<file path="src/rtl/spike_event_fifo.sv">
// Timestamps ON/OFF spike codes from the delta comparator and buffers them in a
// small first-word-fall-through FIFO with a valid/ready drain port.
module spike_event_fifo #(
  parameter int unsigned DEPTH    = 4,
  parameter int unsigned TS_WIDTH = 7
) (
  input  logic                clk,
  input  logic                reset,
  input  logic                sample_valid,
  input  logic [1:0]          spike,
  input  logic                out_ready,
  output logic                out_valid,
  output logic [TS_WIDTH:0]   out_data,
  output logic [4:0]          level,
  output logic                overflow
);

  localparam int unsigned W     = TS_WIDTH + 1;
  localparam int unsigned PTR_W = (DEPTH > 1) ? $clog2(DEPTH) : 1;

  logic [TS_WIDTH-1:0] ts;
  logic [W-1:0]        mem [DEPTH];
  logic [PTR_W-1:0]    rd_ptr;
  logic [PTR_W-1:0]    wr_ptr;

  logic                push_req;
  logic                push;
  logic                pop;
  logic [W-1:0]        event_word;
  logic [4:0]          level_next;
  logic [W-1:0]        head_next;

  assign push_req   = sample_valid & ((spike == 2'b01) | (spike == 2'b10));
  assign pop        = out_valid & out_ready;
  assign push       = push_req & ((level < 5'(DEPTH)) | pop);
  assign event_word = {spike == 2'b01, ts};

  // Next occupancy and next head word; the head is kept in its own register
  // so out_data comes straight from a flop.
  always_comb begin
    level_next = level;
    head_next  = out_data;
    if (push && !pop) begin
      level_next = level + 5'd1;
    end else if (pop && !push) begin
      level_next = level - 5'd1;
    end
    if (pop) begin
      if (level == 5'd1) begin
        head_next = event_word;
      end else begin
        head_next = mem[rd_ptr + PTR_W'(1)];
      end
    end else if ((level == 5'd0) && push) begin
      head_next = event_word;
    end
  end

  always_ff @(posedge clk or posedge reset) begin
    if (reset) begin
      ts        <= '0;
      rd_ptr    <= '0;
      wr_ptr    <= '0;
      level     <= '0;
      out_valid <= 1'b0;
      out_data  <= '0;
      overflow  <= 1'b0;
    end else begin
      if (sample_valid) begin
        ts <= ts + TS_WIDTH'(1);
      end
      if (push) begin
        wr_ptr <= wr_ptr + PTR_W'(1);
      end
      if (pop) begin
        rd_ptr <= rd_ptr + PTR_W'(1);
      end
      if (push_req && !push) begin
        overflow <= 1'b1;
      end
      level     <= level_next;
      out_valid <= (level_next != 5'd0);
      out_data  <= head_next;
    end
  end

  // Storage needs no reset: occupancy alone decides which entries are live.
  always_ff @(posedge clk) begin
    if (push) begin
      mem[wr_ptr] <= event_word;
    end
  end

endmodule

</file>
<file path="config.mk">
export PLATFORM = sky130hd
export DESIGN_NAME = spike_event_fifo
export DESIGN_NICKNAME = d
export VERILOG_FILES = /design/src/rtl/spike_event_fifo.sv
export SDC_FILE = /design/constraint.sdc
export NUM_CORES = 1
export LEC_CHECK = 0
export BUFFER_PORTS_ARGS = -buffer_cell sky130_fd_sc_hd__buf_2
export CAP_MARGIN = 20
export CORE_MARGIN = 4
export CORE_UTILIZATION = 52
export CTS_BUF_LIST = sky130_fd_sc_hd__clkbuf_8 sky130_fd_sc_hd__clkbuf_16
export DETAILED_ROUTE_END_ITERATION = 12
export PLACE_DENSITY_LB_ADDON = 0.3
export SYNTH_ARGS = -nofsm -noshare
export SYNTH_HDL_FRONTEND = slang
export SYNTH_SLANG_ARGS = --single-unit
export TNS_END_PERCENT = 10
</file>
<file path="constraint.sdc">
create_clock -name clk -period 2.05 [get_ports clk]
set_input_delay 0.1025 -clock clk [delete_from_list [all_inputs] [get_ports clk]]
set_output_delay 0.1025 -clock clk [all_outputs]
set_load 0.005 [all_outputs]
</file>
==> out/summary.md, run 1 <==
### Worst setup path
• source of the worst register-to-register timing path: level[2]$_DFF_PP0_
• required arrival time at the worst endpoint: 2240 ps
• destination of the critical timing path: out_valid$_DFF_PP0_
• endpoint arrival time on the critical path: 2240 ps
• cell with the largest stage delay on the worst path: or4b_1
• CP Class: reg -> reg
• Critical Path, Cell by Cell: or3_4, o31a_1, nor4_2, or4b_1
• Crit. Startpoint: level[2]$_DFF_PP0_
• Worst R2R Setup Slack: 3 ps
• length in cells of the worst reg-to-reg path: 4
• Worst setup SP type: flop
• worst flop-to-flop path endpoint: out_valid$_DFF_PP0_
• worst-path fanout max: 8
• largest stage delay on the critical path: 480 ps
• Worst Setup End Kind: flop

### GRT
• number of global-route vias before repair: 1582
• first-pass GRT wire length: 8.17 mm
• residual overflow from global routing: 0
• largest net degree at the start of global routing: 27
• initial antenna violation count: 0
• aggregate global-route resource usage: 0.185

### Floorplan
• die span in y: 77.4 µm
• standard-cell rows: 25
• number of ports placed on the die boundary: 21
• Die X: 77.4 µm
• die area: 6000 µm²
• core area: 4690 µm²
• starting density of the core: 0.534

### Cells and area
• synthesis-to-finish area growth: 20.4%
• layout net count: 221
• number of diodes added for antenna fixing: 0
• fraction of final layout cells sized beyond drive strength 1: 0.319
• Design Area, Final: 3020 µm²
• post-route core utilization: 0.643

### Power and ir drop
• leakage: 1.24 nW
• worst vdd ir: 0.704 mV
• power per cell area: 1420 nW/µm²
• sum of internal, switching and leakage power: 4.29 mW

### Yosys
• cells taking the most area after synthesis: edfxtp_1 (38%), dfrtp_1 (26%), mux4_2 (7.2%)
• FF+latch count, synth: 58
• post-synthesis cell count: 165
• cell type contributing the most total cell area after synthesis: edfxtp_1
• mean post-synth cell area: 15.2 µm²
• sequential share of the synthesized area: 0.643
• Post-Synthesis Cell Area: 2510 µm²
• share of the synthesized area in the top cell type: 0.383
• post-synth cell types: 40
• net count after synthesis: 181
• total number of yosys warnings: 0

### Placed design
• routability congestion estimate: 0.923
• DP Area: 2790 µm²
• placed wire-length estimate after detailed placement: 3.32 mm
• pre-CTS setup slack: -31.0 ps
• total of buffers placed on input and output ports: 20

### Clocking
• CTS Sinks: 58
• clock tree from TritonCTS: yes
• clock buffer depth: 2
• clock root buffer master: clkbuf_8
• total number of H-tree levels: 3
• clock-pin slew on the worst setup and hold paths: 60 ps
• source-to-sink clock delay at the later pin of the worst-skew pair: 320 ps
• post-CTS repair timing setup buffer count: 0
• clock buffers created by TritonCTS: 9

### Timing
• final setup violation count: 0
• highest clock rate: 0.488 GHz
• max-slew violation total from the final report: 0
• unrepaired setup endpoints after global routing: yes
• Post-Route Skew: 4.15 ps
• final worst slack: 2.64 ps
• total count of hold-check failures in the final report: 0
• min cycle time layout: 2050 ps
• relative slew slack: 0.531
• final period utilization: 0.999
• transition time at the pin with the least slew margin: 701 ps

### Route
• detailed-router iteration count before antenna repair: 4
• vias after detailed routing: 1481
• total detailed-routing wirelength: 4.81 mm
• ANT nets after route: 0
• WL per Instance: 18.2 µm
• violation count after the first detailed-route iteration: 181
• number of vias per cell after detailed routing: 5.61
• drt drc: 0

### Hold path
• Tightest Hold Check Type: in -> reg

### Job
• max cap viols: 0

### Outcome
• outcome: completed

-- worst min path at each step --
stage / from / to / slack (ps) / depth (start not counted)
5_1_grt: sample_valid / ts[0]$_DFFE_PP0P_ / 70 / 2
4_1_cts: sample_valid / ts[0]$_DFFE_PP0P_ / 60 / 2
2_1_floorplan: reset / level[0]$_DFF_PP0_ / 140 / 1
6_report: sample_valid / ts[0]$_DFFE_PP0P_ / 70 / 2
3_5_place_dp: reset / wr_ptr[0]$_DFFE_PP0P_ / 180 / 3
3_3_place_gp: reset / ts[0]$_DFFE_PP0P_ / 180 / 3
-- cell type report --
class / count / area [µm²]
fillers: 339 / 1670
flip-flops and latches: 58 / 1610
repair buffers: 34 / 258
clock inverters: 7 / 78.8
multi-input cells: 96 / 853
well taps: 54 / 67.6
inverters: 6 / 22.5
clock buffers: 9 / 124
-- routing by layer --
layer / up-vias / share of wire / GRT usage
met3: 6 / 0.038 / 0.0499
met4: 0 / 0.013 / 0.0694
li1: 699 / - / -
met2: 30 / 0.53 / 0.310
met1: 746 / 0.42 / 0.230
met5: - / 0 / 0
-- cells in the mapped netlist --
cell type  count
a31o_2         2
nor4_1         3
nor3_1         2
nor2_1         5
nand4b_1       1
or3_4          1
o31ai_1        1
a2111oi_0      1
a21o_1         3
mux2i_1        6
o31a_2         1
nand4_1        2
o31a_1         1
or2_2          2
nor2b_1        1
a22o_1         3
and2_1         5
buf_2          1
a21boi_1       1
xnor2_1        7
nand2_2        1
clkbuf_1       2
buf_6          1
dfrtp_1       26
mux4_2         8
a221o_2        1
a31oi_1        1
or3_2          1
nand3_1        2
inv_1          6
a21oi_2        1
mux2_2         1
edfxtp_1      32
xor2_1         3
o22ai_1        1
buf_4          1
ha_1          10
o21ai_0        7
nand2_1       10
or4b_1         1
-- stage by stage --
stage / TNS (ps) / std cells / hold WS [ps]
finish: 0 / 264 / 66.9
CTS: 0 / 264 / 56.1
global placement: 0 / 247 / 178
global route: -75.9 / 264 / 68.2
floorplan: 0 / 165 / 143
detailed placement: -31.0 / 247 / 184
-- what timing repair did --
| item | 4_1_cts | 5_1_grt |
|---|---|---|
| resized for setup | 3 | 2 |
| setup endpoints to repair | 1 | 33 |
| hold buffers | 1 | 0 |
| gates cloned | 0 | 0 |
| hold endpoints to repair | 26 | 0 |
-- where the power goes --
part	internal (mW)	leakage (nW)	switching, mW
sequential	1.61	0.599	0.359
clock	0.663	0.112	0.412
combinational	0.679	0.526	0.558
total	2.96	1.24	1.33
-- critical path: cells and delay by family, from the launching register on --
kind             cells  cell delay, ps
flip-flops           1             470
AND/OR/NAND/NOR      3            1180
AO/OA/AOI/OAI        1             270
-- sequential cells by signal, indices dropped and copies added (netlist names) --
| register | cells |
|---|---|
| mem | 32 |
| out_data | 8 |
| ts | 7 |
| level | 5 |
| rd_ptr | 2 |
| wr_ptr | 2 |
| out_valid | 1 |
| overflow | 1 |
-- cells in the final DEF (no fill, tap or decap), types with 6 or more instances in the layout --
cell	count
mux4_2	8
nand2_1	10
inv_1	9
dfrtp_1	24
buf_4	9
o21ai_0	7
edfxtp_1	32
mux2i_1	6
buf_2	20
ha_1	10
xnor2_1	7
clkbuf_8	9
-- kinds of logic (layout without fill, tap and decap cells) --
| logic type | after synthesis | count (layout) | share of synthesized area |
|---|---|---|---|
| XOR/XNOR | 10 | 10 | 0.0349 |
| flip-flops | 58 | 58 | 0.643 |
| multiplexers | 15 | 15 | 0.100 |
| AO/OA/AOI/OAI | 24 | 24 | 0.0704 |
| AND/OR/NAND/NOR | 37 | 37 | 0.0803 |
| buffers and inverters | 11 | 56 | 0.0215 |
| adder cells (fa/ha/maj) | 10 | 10 | 0.0499 |
Power figures use the tool's default switching activity.
==> run 2: changes to the inputs <==
Settings changed: CORE_MARGIN 4 to 2, SETUP_SLACK_MARGIN set to 0.02.
==> run 2 against run 1 <==
Register-to-register slack is essentially flat. Via count is 0.20% lower. Routed wire length decreased by 3.3%. Critical path type unchanged. Critical endpoint unchanged. Largest power group unchanged.
==> out/summary.md, run 2 (synthesis gave the netlist of run 1 again) <==
### Floorplan
• starting density of the core: 0.534, unchanged
• die area: 5390 µm², -10%
• core area: 4690 µm², unchanged
• number of ports placed on the die boundary: 21, unchanged
• standard-cell rows: 25, unchanged
• Die X: 73.4 µm, -5.2%
• die span in y: 73.4 µm, -5.2%

### Placed design
• routability congestion estimate: 0.819, -11%
• placed wire-length estimate after detailed placement: 3.18 mm, -4.1%
• pre-CTS setup slack: -133 ps, -102 ps
• DP Area: 2770 µm², -0.81%
• total of buffers placed on input and output ports: 20, unchanged

### Route
• ANT nets after route: 0, unchanged
• WL per Instance: 17.7 µm, -2.9%
• total detailed-routing wirelength: 4.65 mm, -3.3%
• drt drc: 0, unchanged
• detailed-router iteration count before antenna repair: 4, unchanged
• number of vias per cell after detailed routing: 5.62, +0.18%
• vias after detailed routing: 1478, -0.20%
• violation count after the first detailed-route iteration: 83, -54%

### Cells and area
• commonest cells after routing, fill and taps aside: edfxtp_1 (32), dfrtp_1 (21), buf_2 (20), nand2_1 (10)
• flip-flop count of the largest register, all copies and words added: 32, unchanged
• number of diodes added for antenna fixing: 0, unchanged
• synthesis-to-finish area growth: 22.7%
• Design Area, Final: 3080 µm², +1.9%
• largest registers in the final layout: mem x32, out_data x8, ts x7
• layout net count: 220, -0.45%
• largest register by flop count: mem
• fraction of final layout cells sized beyond drive strength 1: 0.364, +0.0446
• commonest non-fill, non-tap cell in the layout: edfxtp_1

### Timing
• hold_ws: 58.6 ps, -8.30 ps
• max-slew violation total from the final report: 0, unchanged
• transition time at the pin with the least slew margin: 736 ps, +35.3 ps
• final period utilization: 0.997, -0.00202
• total count of hold-check failures in the final report: 0, unchanged
• Post-Route Skew: 7.12 ps, +2.97 ps
• final setup violation count: 0, unchanged
• relative slew slack: 0.508, -0.0224
• highest clock rate: 0.489 GHz, +0.20%
• unrepaired setup endpoints after global routing: yes
• final worst slack: 6.78 ps, +4.14 ps
• min cycle time layout: 2040 ps, -4.14 ps

### GRT
• largest net degree at the start of global routing: 27, unchanged
• aggregate global-route resource usage: 0.196, +0.0106
• first-pass GRT wire length: 7.48 mm, -8.4%
• number of global-route vias before repair: 1531, -3.2%
• residual overflow from global routing: 0, unchanged
• initial antenna violation count: 0, unchanged

### Clocking
• clock buffers created by TritonCTS: 9, unchanged
• clock-pin slew on the worst setup and hold paths: 60 ps, about the same
• clock root buffer master: clkbuf_8
• source-to-sink clock delay at the later pin of the worst-skew pair: 330 ps, about the same
• total number of H-tree levels: 3, unchanged
• CTS Sinks: 58, unchanged
• clock tree from TritonCTS: yes
• clock buffer depth: 2, unchanged

### Hold path
• Tightest Hold Check Type: in -> reg

### Power and ir drop
• leakage: 1.25 nW, +0.77%
• power per cell area: 1490 nW/µm², +5.0%
• worst vdd ir: 0.806 mV, +14%

### Worst setup path
• CP Class: reg -> reg
• Worst setup SP type: flop
• endpoint arrival time on the critical path: 2240 ps, about the same
• worst-path fanout max: 8, unchanged
• Worst Setup End Kind: flop
• required arrival time at the worst endpoint: 2250 ps, about the same

### Outcome
• outcome: completed

### Job
• max cap viols: 0, unchanged

-- run 2: cell count changes in the layout (fill, tap and decap cells not counted), sizes merged --
cell    change
inv         -2
bufinv      +2
buf         -1
-- run 2: layout make-up --
cell class	instances	area [µm²]
Clock inverter	7	133
Tap cell	54	67.6
Multi-Input combinational cell	96	861
Inverter	6	22.5
Clock buffer	9	124
Timing Repair Buffer	33	250
Fill cell	343	1620
Sequential cell	58	1620
-- run 2: through the flow --
stage | power, mW | instances | utilization | TNS [ps]
6_report | 4.59 | 263 | 0.655 | 0
5_1_grt | 4.85 | 263 | 0.655 | -15.9
4_1_cts | 4.58 | 261 | 0.649 | 0
3_5_place_dp | 3.20 | 244 | 0.590 | -2930
3_3_place_gp | 3.11 | 244 | 0.590 | 0
2_1_floorplan | 2.74 | 165 | - | 0
-- run 2: where the power goes --
part | switching (mW) | total [mW] | internal (mW)
logic | 0.561 | 1.25 | 0.690
registers | 0.375 | 2.00 | 1.62
clock network | 0.422 | 1.34 | 0.919
-- run 2: path summary, 6_finish.rpt --
path	from	end	slack (ps)	depth (start not counted)
max in group asynchronous	reset	level[1]$_DFF_PP0_	1400	4
min in group asynchronous	reset	out_data[1]$_DFFE_PP0P_	370	4
worst min register to register	out_data[6]$_DFFE_PP0P_	out_data[6]$_DFFE_PP0P_	470	2
worst max register to register	level[2]$_DFF_PP0_	out_valid$_DFF_PP0_	7	4
worst min-delay path	sample_valid	ts[0]$_DFFE_PP0P_	60	2
worst max-delay path	level[2]$_DFF_PP0_	out_valid$_DFF_PP0_	7	4
-- run 2: what timing repair did --
item                                   4_1_cts  5_1_grt
resized for setup                            5        7
pin swaps                                    0        0
setup endpoints to repair                    1       33
setup buffers                                0        2
gates cloned                                 0        0
hold buffers                                 1        0
endpoints found under the hold margin       26        0
-- run 2: critical path, stage by stage, from the launching register on --
cell and delay, ps:
dfrtp_2 460, or3_4 410, o31a_1 280, nor4_2 290
or4b_1 470
-- run 2: per-layer routing --
layer  track usage  part of all wire
met5             0                 0
met3        0.0535             0.038
met1         0.247              0.44
met2         0.314              0.51
met4        0.0909             0.019
